**src/rtl/calc_pkg.sv**
```systemverilog
// Shared types and default widths for the BinaryCalculator serial result link.
// Used by the transmitter, the receiver and the bench.
package calc_pkg;
   localparam int CALC_INBITS     = 8;
   localparam int CALC_SBITS      = 4;
   localparam int CALC_HDRBITS    = 8;
   localparam int CALC_FRAME_BITS = CALC_HDRBITS + 3 * CALC_INBITS;
   localparam int CALC_BEATS      = CALC_FRAME_BITS / CALC_SBITS;

   typedef enum logic [1:0] {IDLE, SHIFT, DRAIN} rx_state_t;

   typedef struct packed {
      logic [CALC_HDRBITS-1:0] hdr;
      logic [CALC_INBITS-1:0]  a;
      logic [CALC_INBITS-1:0]  b;
      logic [CALC_INBITS-1:0]  result;
   } frame_t;
endpackage

```
**src/rtl/calc_edge_det.sv**
```systemverilog
// Registers the divided transmit clock and produces a one-cycle rising-edge strobe.
module calc_edge_det (
   input  logic clk,
   input  logic rst,
   input  logic tx_clk,
   output logic tx_edge
);
   logic tx_clk_d;

   always_ff @(posedge clk or posedge rst) begin
      if (rst) tx_clk_d <= 1'b0;
      else     tx_clk_d <= tx_clk;
   end

   assign tx_edge = tx_clk & ~tx_clk_d;
endmodule

```
**src/rtl/calc_frame_receiver.sv**
```systemverilog
// Receive endpoint of the calculator serial link: reassembles and length-checks frames.
// Optional CALC_RX_STATS_EN adds saturating FrameCnt / ErrCnt outputs.
module calc_frame_receiver
   import calc_pkg::*;
#(
   parameter int INBITS     = CALC_INBITS,
   parameter int SBITS      = CALC_SBITS,
   parameter int HDRBITS    = CALC_HDRBITS,
   parameter int FRAME_BITS = HDRBITS + 3 * INBITS,
   parameter int BEATS      = FRAME_BITS / SBITS
) (
   input  logic               Clk,
   input  logic               Reset,
   input  logic               ClkTx,
   input  logic               DoutValid,
   input  logic [SBITS-1:0]   DataOut,
   output logic               RxBusy,
   output logic               FrameValid,
   output logic               FrameErr,
   output logic [HDRBITS-1:0] RxHeader,
   output logic [INBITS-1:0]  RxA,
   output logic [INBITS-1:0]  RxB,
   output logic [INBITS-1:0]  RxResult
`ifdef CALC_RX_STATS_EN
   ,
   output logic [15:0]        FrameCnt,
   output logic [15:0]        ErrCnt
`endif
);
   localparam int CW = $clog2(BEATS + 1);

   rx_state_t             state, state_nx;
   logic [CW-1:0]         count, count_nx;
   logic [FRAME_BITS-1:0] shift, shift_nx, shift_in;
   logic                  ovr, ovr_nx;
   logic                  fire_valid, fire_err;
   logic                  tx_edge;

   calc_edge_det u_edge (
      .clk     (Clk),
      .rst     (Reset),
      .tx_clk  (ClkTx),
      .tx_edge (tx_edge)
   );

   assign RxBusy   = (state != IDLE);
   assign shift_in = {shift[FRAME_BITS-SBITS-1:0], DataOut};

   always_ff @(posedge Clk or posedge Reset) begin
      if (Reset) begin
         state <= IDLE;
         count <= '0;
         shift <= '0;
         ovr   <= 1'b0;
      end else begin
         state <= state_nx;
         count <= count_nx;
         shift <= shift_nx;
         ovr   <= ovr_nx;
      end
   end

   // The final beat is decoded straight from the incoming lane so FrameValid
   // lands one Clk after the edge that carried it.
   always_comb begin
      state_nx   = state;
      count_nx   = count;
      shift_nx   = shift;
      ovr_nx     = ovr;
      fire_valid = 1'b0;
      fire_err   = 1'b0;
      if (tx_edge) begin
         case (state)
            IDLE: if (DoutValid) begin
               shift_nx = shift_in;
               count_nx = CW'(1);
               state_nx = SHIFT;
            end
            SHIFT: if (DoutValid) begin
               shift_nx = shift_in;
               count_nx = count + 1'b1;
               if (count == CW'(BEATS - 1)) begin
                  fire_valid = 1'b1;
                  state_nx   = DRAIN;
               end
            end else begin
               fire_err = 1'b1;
               count_nx = '0;
               state_nx = IDLE;
            end
            DRAIN: if (DoutValid) begin
               // Only the first extra beat of a burst is flagged.
               fire_err = ~ovr;
               ovr_nx   = 1'b1;
            end else begin
               ovr_nx   = 1'b0;
               count_nx = '0;
               state_nx = IDLE;
            end
            default: state_nx = IDLE;
         endcase
      end
   end

   always_ff @(posedge Clk or posedge Reset) begin
      if (Reset) begin
         FrameValid <= 1'b0;
         FrameErr   <= 1'b0;
         RxHeader   <= '0;
         RxA        <= '0;
         RxB        <= '0;
         RxResult   <= '0;
      end else begin
         FrameValid <= fire_valid;
         FrameErr   <= fire_err;
         if (fire_valid) {RxHeader, RxA, RxB, RxResult} <= shift_nx;
      end
   end

`ifdef CALC_RX_STATS_EN
   always_ff @(posedge Clk or posedge Reset) begin
      if (Reset) begin
         FrameCnt <= '0;
         ErrCnt   <= '0;
      end else begin
         if (fire_valid && FrameCnt != 16'hFFFF) FrameCnt <= FrameCnt + 16'd1;
         if (fire_err && ErrCnt != 16'hFFFF)     ErrCnt   <= ErrCnt + 16'd1;
      end
   end
`endif
endmodule

```
**config.mk**
```make
export PLATFORM = sky130hd
export DESIGN_NAME = calc_frame_receiver
export DESIGN_NICKNAME = d
export VERILOG_FILES = /design/src/rtl/calc_pkg.sv /design/src/rtl/calc_edge_det.sv /design/src/rtl/calc_frame_receiver.sv
export SDC_FILE = /design/constraint.sdc
export NUM_CORES = 1
export LEC_CHECK = 0
export BUFFER_PORTS_ARGS = -buffer_cell sky130_fd_sc_hd__clkbuf_2
export CAP_MARGIN = 0
export CORE_UTILIZATION = 43
export DETAILED_ROUTE_END_ITERATION = 7
export PLACE_DENSITY = 0.59
export SYNTH_ARGS = -nofsm -noshare
export SYNTH_HDL_FRONTEND = slang
export SYNTH_SLANG_ARGS = --single-unit
export TNS_END_PERCENT = 10
```
**constraint.sdc**
```tcl
create_clock -name Clk -period 3.1 [get_ports Clk]
set_input_delay 0.62 -clock Clk [delete_from_list [all_inputs] [get_ports Clk]]
set_output_delay 0.62 -clock Clk [all_outputs]
set_load 0.02 [all_outputs]
```
Word level (Yosys, flattened, before mapping)
Index checks and enable logic that the tools add are counted.
Storage, ports and cells
  bits of input ports: 8
  word-level logic and storage cells: 49
  output and inout bits: 35
  register bits: 74
Operators by class
  mux-type cells: 21
  equal/unequal tests: 6
  add/subtract/negate cells: 1
  bitwise operators: 3
  reduce and logical (&&, ||, !) cells: 7
Operator list (number)
  2-to-1 mux 32 bit: 3
  2-to-1 mux 4 bit: 3
  one-hot mux 4 bit (3 select lines): 1
  2-to-1 mux 1 bit: 8
  2-to-1 mux 2 bit: 4
  AND reduction 4 bit: 2
  one-hot mux 2 bit (3 select lines): 1
  adder 4 x 1 -> 4 bit, second input constant: 1
  equality test 4 x 3 -> 1 bit, second input constant: 1
  inequality test 2 bit, second input constant: 2
  inequality test 3 bit, second input constant: 1
  nonzero test 3 bit: 1
  equality test 2 x 1 -> 1 bit, second input constant: 1
  equality test 2 bit, second input constant: 1
  logical NOT 2 bit: 1
  inverter 1 bit: 2
  one-hot mux 1 bit (2 select lines): 1
  AND reduction 2 bit: 1
  nonzero test 2 bit: 1
  OR reduction 2 bit: 1
  AND 1 bit: 1

Logic depth before layout (Yosys ltp)
Gate-level depths: netlist of the first run.
  depth after elaboration: 5
  depth in mapped cells: 7
  depth with buffers taken out: 5

By module
Synthesis of the first run repeated with hierarchy kept, for this count alone.
Unflattened totals
  cell total of the unflattened synthesis: 190
  area, all modules: 3241.9 µm²
Modules (own cells, without submodules)
  calc_frame_receiver: instances 1, area an instance 3199.3 µm², sequential area each 1826.8 µm², cells an instance 187
  calc_edge_det: instances 1, area an instance 42.5 µm², sequential area each 25.0 µm², cells an instance 3

Worst setup path after synthesis of the first run
Ideal clock, no wire load.
  path type: flip-flop to flip-flop
  start: reg state[1]
  end: reg shift[10]
  path slack: 1.348 ns
  cell stages (with the launch flop): 8
  arrival: 1.627 ns
  setup time: 0.125 ns
  buffers on the path: 2
  data required time: 2.975 ns
  clock period less this slack: 1.752 ns
  path through: dfrtp_1 -> inv_1 -> ha_1 -> or2_4 -> and2_4 -> buf_6 -> buf_12 -> mux2_4
Between the ends
  word-level cells in the longest chain between the ends: 4
  elaborated cells between the ends (all ways): 5
  those cells by class: eq/ne (1); mux (2); reduce/logical (2)
RTL lines
  start: declaration: line calc_frame_receiver.sv:32  | rx_state_t state, state_nx;
  start signal: assignment: line calc_frame_receiver.sv:56  | state <= state_nx;
  equality test 2 x 1 -> 1 bit / logical NOT 2 bit (equally long branches): line calc_frame_receiver.sv:73  | case (state)
  OR reduction 2 bit (no line) *
  2-to-1 mux 32 bit *
  2-to-1 mux 32 bit *: line calc_frame_receiver.sv:72  | if (tx_edge) begin
  net shift_nx[10]: line calc_frame_receiver.sv:34  | logic [FRAME_BITS-1:0] shift, shift_nx, shift_in;
  end signal: assignment: line calc_frame_receiver.sv:58  | shift <= shift_nx;
  end: declaration: line calc_frame_receiver.sv:34
The timed path passes the listed nets; every way through them passes the cells marked *.
A chain may end at the register's enable or synchronous reset.

Final worst setup path of the first run
  start: reg state[1]
  end: reg RxHeader[5]
Between the ends
  word-level cells in the longest chain between the ends: 4
  elaborated cells between the ends (all ways): 7
  those cells by class: eq/ne (1); mux (4); reduce/logical (2)
RTL lines
  equality test 2 x 1 -> 1 bit / logical NOT 2 bit (equally long branches): line calc_frame_receiver.sv:73
  OR reduction 2 bit (no line)
  2-to-1 mux 32 bit
  2-to-1 mux 32 bit: line calc_frame_receiver.sv:72
  end signal: assignment: line calc_frame_receiver.sv:116  | if (fire_valid) {RxHeader, RxA, RxB, RxResult} <= shift_nx;
  end: declaration: line calc_frame_receiver.sv:20  | output logic [HDRBITS-1:0] RxHeader,
Several ways; a longest one is shown, not always the timed one.

==> run_results.csv, run 1 <==
group,metric,value,unit
status,outcome,"finished clean",
clocking,cts_resized,0,
clocking,htreeDepth,3,
clocking,root_buffer,"clkbuf_8",
synthesis,syn_nets,236,
sta,relSlewSlack,61.8,%
floorplan,coreArea,7370,um2
clocking,clock_path_buffers,2,
critical_path,rr_startpoint,"state[1]",
drt,dr.pass1.iters,4,
floorplan,rows,31,
global_routing,grt_pass1_vias,1944,
floorplan,die_h,90.2,um
floorplan,dieWidth,90.2,um
min_path,hold_class,"in -> async",
sta,fin_ws,830,ps
clocking,clkLatencyLatePin,350,ps
pwr,p_total,0.00270,W
sta,slew_violations,0,
drt,wl_per_cell,15.2,um
critical_path,r2r_slack,830,ps
synthesis,synth.most_common_cell,"dfrtp_1",
drt,routed_wl,5.57,mm
placement,place_inst,350,
pwr,peakVddDrop,0.291,mV
layout,layout-drive-gt1-share,49.8,%
critical_path,critPathKind,"reg -> reg",
critical_path,max_stage_delay,570,ps
global_routing,grt_max_degree,68,
synthesis,yosys_most_used_dff,"dfrtp_1",
job,maxCapViolCount,0,
synthesis,synth_edf_count,0,
synthesis,synth_area_leaders,"dfrtp_1, mux2_4, and3_1",
clocking,cts_sinks,70,
sta,finalSetupViolations,0,
sta,rsz0062_at_grt,"false",
drt,num_vias,1815,
drt,drt_iter0_markers,88,
sta,max_freq,440,MHz
clocking,cts_hold_buf,0,
floorplan,die-area,8130,um2
pwr,power_density,707,nW/um2
synthesis,synth_warnings,0,
synthesis,yosys.area.top_type,"dfrtp_1",
floorplan,io_pins,43,
synthesis,syn_inst,222,
global_routing,grt_usage,15.4,%
synthesis,synth_top_area_share,52.4,%
synthesis,async_flop_share,100,%
layout,final_cell_count_no_fill,366,
placement,place_congestion,0.823,
layout,antenna_cells,0,
drt,drc,0,
global_routing,antenna_found_initial,0,
placement,post-place-ws,798,ps
sta,finalCritPeriodShare,73.2,%
drt,route.detailed.vias_per_inst,4.96,
critical_path,cp.arrival,2510,ps
synthesis,ys_top_cells_by_count,"dfrtp_1, mux2_4, and3_1, mux2_2",
critical_path,ff2ff_path_depth,6,
sta,hold_viol_final,0,
synthesis,ys_seq_area_share,52.4,%
drt,antenna_left,0,
clocking,cts_setup_buffers,0,
sta,period_needed,2270,ps
layout,area_growth,14.1,%
floorplan,initial_utilization,45.3,%
layout,nets,276,
synthesis,syn_avg_cell_area,15.1,um2
critical_path,crit_slowest_cell,"and3_2",
critical_path,cp_cell_sequence,"inv_1, ha_1, and2_1, and3_2, buf_12, mux2_4",
layout,fillCellCount,650,
sta,setup_tns,0,ps
critical_path,end_kind,"flip-flop",
synthesis,synth_cell_types,29,
synthesis,ys_ff_latch,70,
sta,worst_pin_slew,574,ps
critical_path,startpoint_type,"flip-flop",
critical_path,cp.required,3340,ps
clocking,numCtsBuffers,9,
clocking,cts_tree,"built",
global_routing,grt.overflow.total,0,
placement,io_buffers,42,
clocking,clk_pin_slew,70,ps
global_routing,grt_pass1_wl,9.62,mm
critical_path,path_max_fanout,17,
critical_path,regToRegEndpoint,"RxHeader[5]",
pwr,power.leakage,2.01,nW
placement,hpwl,3.51,mm
synthesis,syn_area,3340,um2
layout,post-route-util,51.7,%
sta,finalClockSkew,8.70,ps
## routing by layer
layer,global-route usage [%],vias up,share of wire (%)
met3,4.99,10,4.6
met5,0,-,0
met4,8.47,0,2.3
li1,-,875,-
met1,20.5,891,50
met2,22.1,39,43
## cells in the final DEF (no fill, tap or decap)
master / synthesis / layout
ha_1: 6 / 6
mux2_2: 8 / 8
and2b_1: 1 / 1
and3b_1: 1 / 1
clkinv_2: 0 / 2
a21boi_0: 1 / 1
inv_1: 5 / 4
mux2_4: 56 / 56
dfrtp_1: 70 / 70
or2_4: 1 / 1
a31oi_1: 2 / 2
o22ai_1: 2 / 2
mux2i_1: 1 / 1
inv_2: 0 / 1
o211ai_1: 2 / 2
or3b_2: 1 / 1
buf_12: 3 / 2
and3b_2: 1 / 1
nor3b_1: 2 / 2
and2_4: 1 / 1
nand4_1: 1 / 1
clkbuf_2: 0 / 42
or3b_1: 1 / 1
nand3_1: 1 / 1
o2bb2ai_1: 1 / 1
clkbuf_8: 0 / 10
nand2_1: 4 / 4
clkinv_4: 0 / 1
and3b_4: 1 / 1
and3_1: 34 / 33
and3_2: 2 / 3
bufinv_16: 0 / 3
and2_1: 1 / 1
## where the power goes
part | switching, W | total [W] | internal [W]
sequential | 0.000147 | 0.00125 | 0.00110
clock | 0.000349 | 0.000904 | 0.000555
combinational | 0.000218 | 0.000546 | 0.000328
## critical path: cells and delay by family (launching register included)
family,cells,cell delay [ps]
adder cells (fa/ha/maj),1,280
multiplexers,1,310
flip-flops,1,420
buffers and inverters,2,360
AND/OR/NAND/NOR,2,760
## cells by family (layout without fill, tap and decap cells)
| group | count (synthesis) | count (layout) | share of synthesized area, % |
|---|---|---|---|
| and+or+nand+nor | 53 | 53 | 10.4 |
| muxes | 65 | 65 | 28.2 |
| AOI/OAI and AO/OA | 8 | 8 | 1.68 |
| DFF | 70 | 70 | 52.4 |
| adders and majority gates | 6 | 6 | 2.25 |
| buffers and inverters | 20 | 65 | 5.05 |
## how the worst max path moves through the flow
| stage | cells after the start | start | slack, ps | endpoint |
|---|---|---|---|---|
| finish | 6 | state[1] | 830 | RxHeader[5] |
| global route | 6 | state[1] | 690 | RxHeader[5] |
| CTS | 6 | state[1] | 810 | RxHeader[5] |
| detailed placement | 4 | DoutValid | 800 | shift[15] |
| global placement | 4 | DoutValid | 810 | shift[15] |
| floorplan | 1 | Reset | 710 | FrameErr |
## sequential cells by signal, indices dropped and copies added (netlist names)
signal and flops:
state 2, RxA 8, count 4, FrameErr 1, FrameValid 1, RxB 8, shift 28, u_edge.tx_clk_d 1
RxResult 8, RxHeader 8, ovr 1
## area by class of cell
cell class	count	area (um2)	share of cell area (%)
Clock buffer	10	138	3.61
Inverter	5	18.8	0.492
Tap cell	99	124	3.25
Timing Repair Buffer	44	250	6.56
Clock inverter	6	109	2.85
Multi-Input combinational cell	132	1420	37.3
Sequential cell	70	1750	45.9
## stage by stage
step                instance area [um2]  hold WS [ps]
finish                             3810           113
global route                       3810           104
CTS                                3810          99.6
detailed placement                 3570           482
global placement                   3570           477
floorplan                          3340           473
No activity file was read; power rests on OpenSTA's default activity.
==> inputs of run 2 (changes only) <==
--- a/config.mk
+++ b/config.mk
@@ -5,11 +5,12 @@
 export SDC_FILE = /design/constraint.sdc
 export NUM_CORES = 1
 export LEC_CHECK = 0
+export ABC_AREA = 1
 export BUFFER_PORTS_ARGS = -buffer_cell sky130_fd_sc_hd__clkbuf_2
 export CAP_MARGIN = 0
 export CORE_UTILIZATION = 43
 export DETAILED_ROUTE_END_ITERATION = 7
-export PLACE_DENSITY = 0.59
+export PLACE_DENSITY = 0.62
 export SYNTH_ARGS = -nofsm -noshare
 export SYNTH_HDL_FRONTEND = slang
 export SYNTH_SLANG_ARGS = --single-unit
==> constraint.sdc (replaced) <==
create_clock -name Clk -period 2 [get_ports Clk]
set_input_delay 0.4 -clock Clk [delete_from_list [all_inputs] [get_ports Clk]]
set_output_delay 0.4 -clock Clk [all_outputs]
set_load 0.02 [all_outputs]
==> run 2 against run 1 <==
Against the previous run:
- via count increased by 39%
- non-clock buffer count increased by 6
- final cell count is 45% higher
- sequential power is 54% higher
- combinational power is 100% higher
- global-route usage is 2.6 points higher
- cell area is 1.9% higher
- routed wire length up 16%
- largest power group unchanged
- highest routed layer unchanged
==> run_results.csv, run 2 <==
group,metric,value,unit
status,outcome,"finished clean",
global_routing,antenna_found_initial,0,
clocking,clk_pin_slew,70,ps
drt,dr.pass1.iters,4,
critical_path,path_max_fanout,4,
placement,post-place-ws,315,ps
pwr,peakVddDrop,0.637,mV
synthesis,ys_ff_latch,74,
synthesis,syn_inst,382,
clocking,cts_setup_buffers,0,
synthesis,synthAdderAreaFrac,2.26,%
floorplan,io_pins,43,
placement,place_congestion,0.817,
sta,fin_ws,214,ps
global_routing,grt-busiest-layer,"met2",
placement,io_buffers,42,
layout,multiInputGateArea,1180,um2
drt,antenna_left,0,
layout,post-route-util,52.8,%
synthesis,synth_warnings,0,
synthesis,synth_compound_area_share,2.11,%
global_routing,grt.overflow.total,0,
clocking,cts_tree,"built",
critical_path,cp.arrival,1390,ps
sta,rsz0062_at_grt,"false",
synthesis,yosys.area_share.simple,31.2,%
pwr,power_density,1120,nW/um2
synthesis,synth.most_common_cell,"nand2_1",
floorplan,initial_utilization,45.1,%
critical_path,critPathBufInv,3,
synthesis,synth-xor-area-share,0,%
clocking,root_buffer,"clkbuf_8",
critical_path,end_kind,"output port",
synthesis,synth_cell_types,23,
synthesis,async_flop_share,100,%
layout,area_growth,16.9,%
clocking,cts_sinks,74,
layout,final_common_cell,"nand2_1",
clocking,clock_path_buffers,2,
floorplan,coreArea,7370,um2
synthesis,synthMuxAreaShare,0,%
layout,layout-drive-gt1-share,16.9,%
layout,final_cell_mix,"nand2_1, dfrtp_1, nand3_1, inv_1, clkbuf_2",
sta,finalClockSkew,6.49,ps
sta,finalCritPeriodShare,89.3,%
critical_path,crit_slowest_cell,"dfrtp_1",
sta,hold_viol_final,0,
sta,max_freq,560,MHz
synthesis,synth_area_leaders,"dfrtp_1, nand2_1, nand3_1",
global_routing,grt_max_degree,75,
critical_path,cp_cell_sequence,"inv_1, ha_1, inv_1, clkbuf_2",
layout,seq_area,1850,um2
clocking,htreeDepth,3,
synthesis,synth_top_area_share,55.7,%
sta,finalSetupViolations,0,
critical_path,startpoint_type,"flip-flop",
global_routing,use_met1,24.9,%
floorplan,die-area,8090,um2
floorplan,rows,31,
critical_path,cp_top_family,"buffers and inverters",
pwr,power.leakage,2.13,nW
clocking,cts_resized,0,
job,maxCapViolCount,0,
layout,fillCellCount,728,
synthesis,syn_avg_cell_area,8.70,um2
critical_path,crit_top_cell,"inv_1",
drt,num_vias,2528,
drt,wl_per_cell,12.2,um
sta,setup_tns,0,ps
floorplan,dieWidth,89.9,um
critical_path,critPathKind,"reg -> out",
critical_path,cp.required,1600,ps
clocking,numCtsBuffers,9,
synthesis,synth_edf_count,0,
global_routing,grt_use_met3,2.88,%
clocking,clkLatencyLatePin,340,ps
layout,nets,442,
sta,relSlewSlack,62.7,%
synthesis,yosys_most_used_dff,"dfrtp_1",
layout,top_register,"shift",
synthesis,yosys.area.top_type,"dfrtp_1",
clocking,cts_hold_buf,0,
synthesis,syn_area,3320,um2
global_routing,use_met2,27.6,%
drt,routed_wl,6.49,mm
placement,hpwl,4.21,mm
sta,worst_pin_slew,558,ps
drt,drc,0,
global_routing,grt_usage,17.9,%
placement,place_inst,516,
global_routing,grt_pass1_wl,11.6,mm
synthesis,ys_seq_area_share,55.7,%
layout,final_cell_count_no_fill,531,
floorplan,die_h,89.9,um
drt,drt_iter0_markers,134,
sta,slew_violations,0,
critical_path,max_stage_delay,390,ps
synthesis,synth_top_family_by_area,"simple AND/OR/NAND/NOR gates",
layout,antenna_cells,0,
synthesis,ys_top_cells_by_count,"nand2_1, dfrtp_1, nand3_1, inv_1, and2_1",
synthesis,syn_nets,396,
global_routing,grt_pass1_vias,2511,
drt,route.detailed.vias_per_inst,4.76,
min_path,hold_class,"in -> async",
layout,largest_register_ffs,32,
sta,period_needed,1790,ps
==> run 2: cell count changes after synthesis, moves of 6 or more <==
| cell | before | now |
|---|---|---|
| buf_2 | 0 | 6 |
| inv_1 | 5 | 49 |
| mux2_4 | 56 | 0 |
| o21ai_0 | 0 | 6 |
| mux2_2 | 8 | 0 |
| nand2_1 | 4 | 112 |
| and3_1 | 34 | 1 |
| and2_1 | 1 | 32 |
| nand3_1 | 1 | 71 |
==> run 2: final cells by class <==
type	instances	share of cell area, %
clock buffers	11	3.89
clock inverters	4	1.90
multi-input cells	242	30.4
flip-flops and latches	74	47.6
inverters	51	5.02
well taps	99	3.19
repair buffers	50	7.92
==> run 2: worst min-delay path, cell delays in order <==
cell and delay, ps:
clkbuf_2 100, clkinvlp_4 70, buf_12 310
==> run 2: logic make-up after synthesis <==
| kind of cell | Yosys count |
|---|---|
| AOI/OAI and AO/OA | 11 |
| adders and majority gates | 6 |
| buffers and inverters | 66 |
| DFF | 74 |
| and+or+nand+nor | 225 |
==> run 2: final timing paths <==
kind,endpoint,cells past startpoint,slack (ps),startpoint
worst max-delay path,RxBusy,4,210,state[0]
max in group asynchronous,RxA[4],3,1550,Reset
worst max register to register,RxA[2],7,310,state[1]
worst min-delay path,count[2],3,130,Reset
min in group Clk,u_edge.tx_clk_d,1,190,ClkTx
worst min register to register,RxA[4],2,480,RxA[4]
==> run 2: routing by layer <==
metal  vias up  part of all wire (%)  wire, um
met3         7                   4.4       284
met5         -                     0         0
met4         0                   1.2        75
li1       1281                     -         -
met1      1194                    50      3220
met2        46                    45      2900
==> run 2: power by group <==
part	switching (W)	total [W]	internal (W)
combinational	0.000689	0.00111	0.000418
clock	0.000547	0.00131	0.000766
sequential	0.000112	0.00192	0.00180
total	0.00135	0.00434	0.00299
==> run 2: per-stage QoR <==
stage / hold WS, ps / power, W / cell area [um2]
floorplan: 431 / 0.00278 / 3330
global placement: 464 / 0.00302 / 3660
detailed placement: 465 / 0.00305 / 3660
CTS: 166 / 0.00438 / 3890
global route: 184 / 0.00465 / 3890
finish: 134 / 0.00434 / 3890
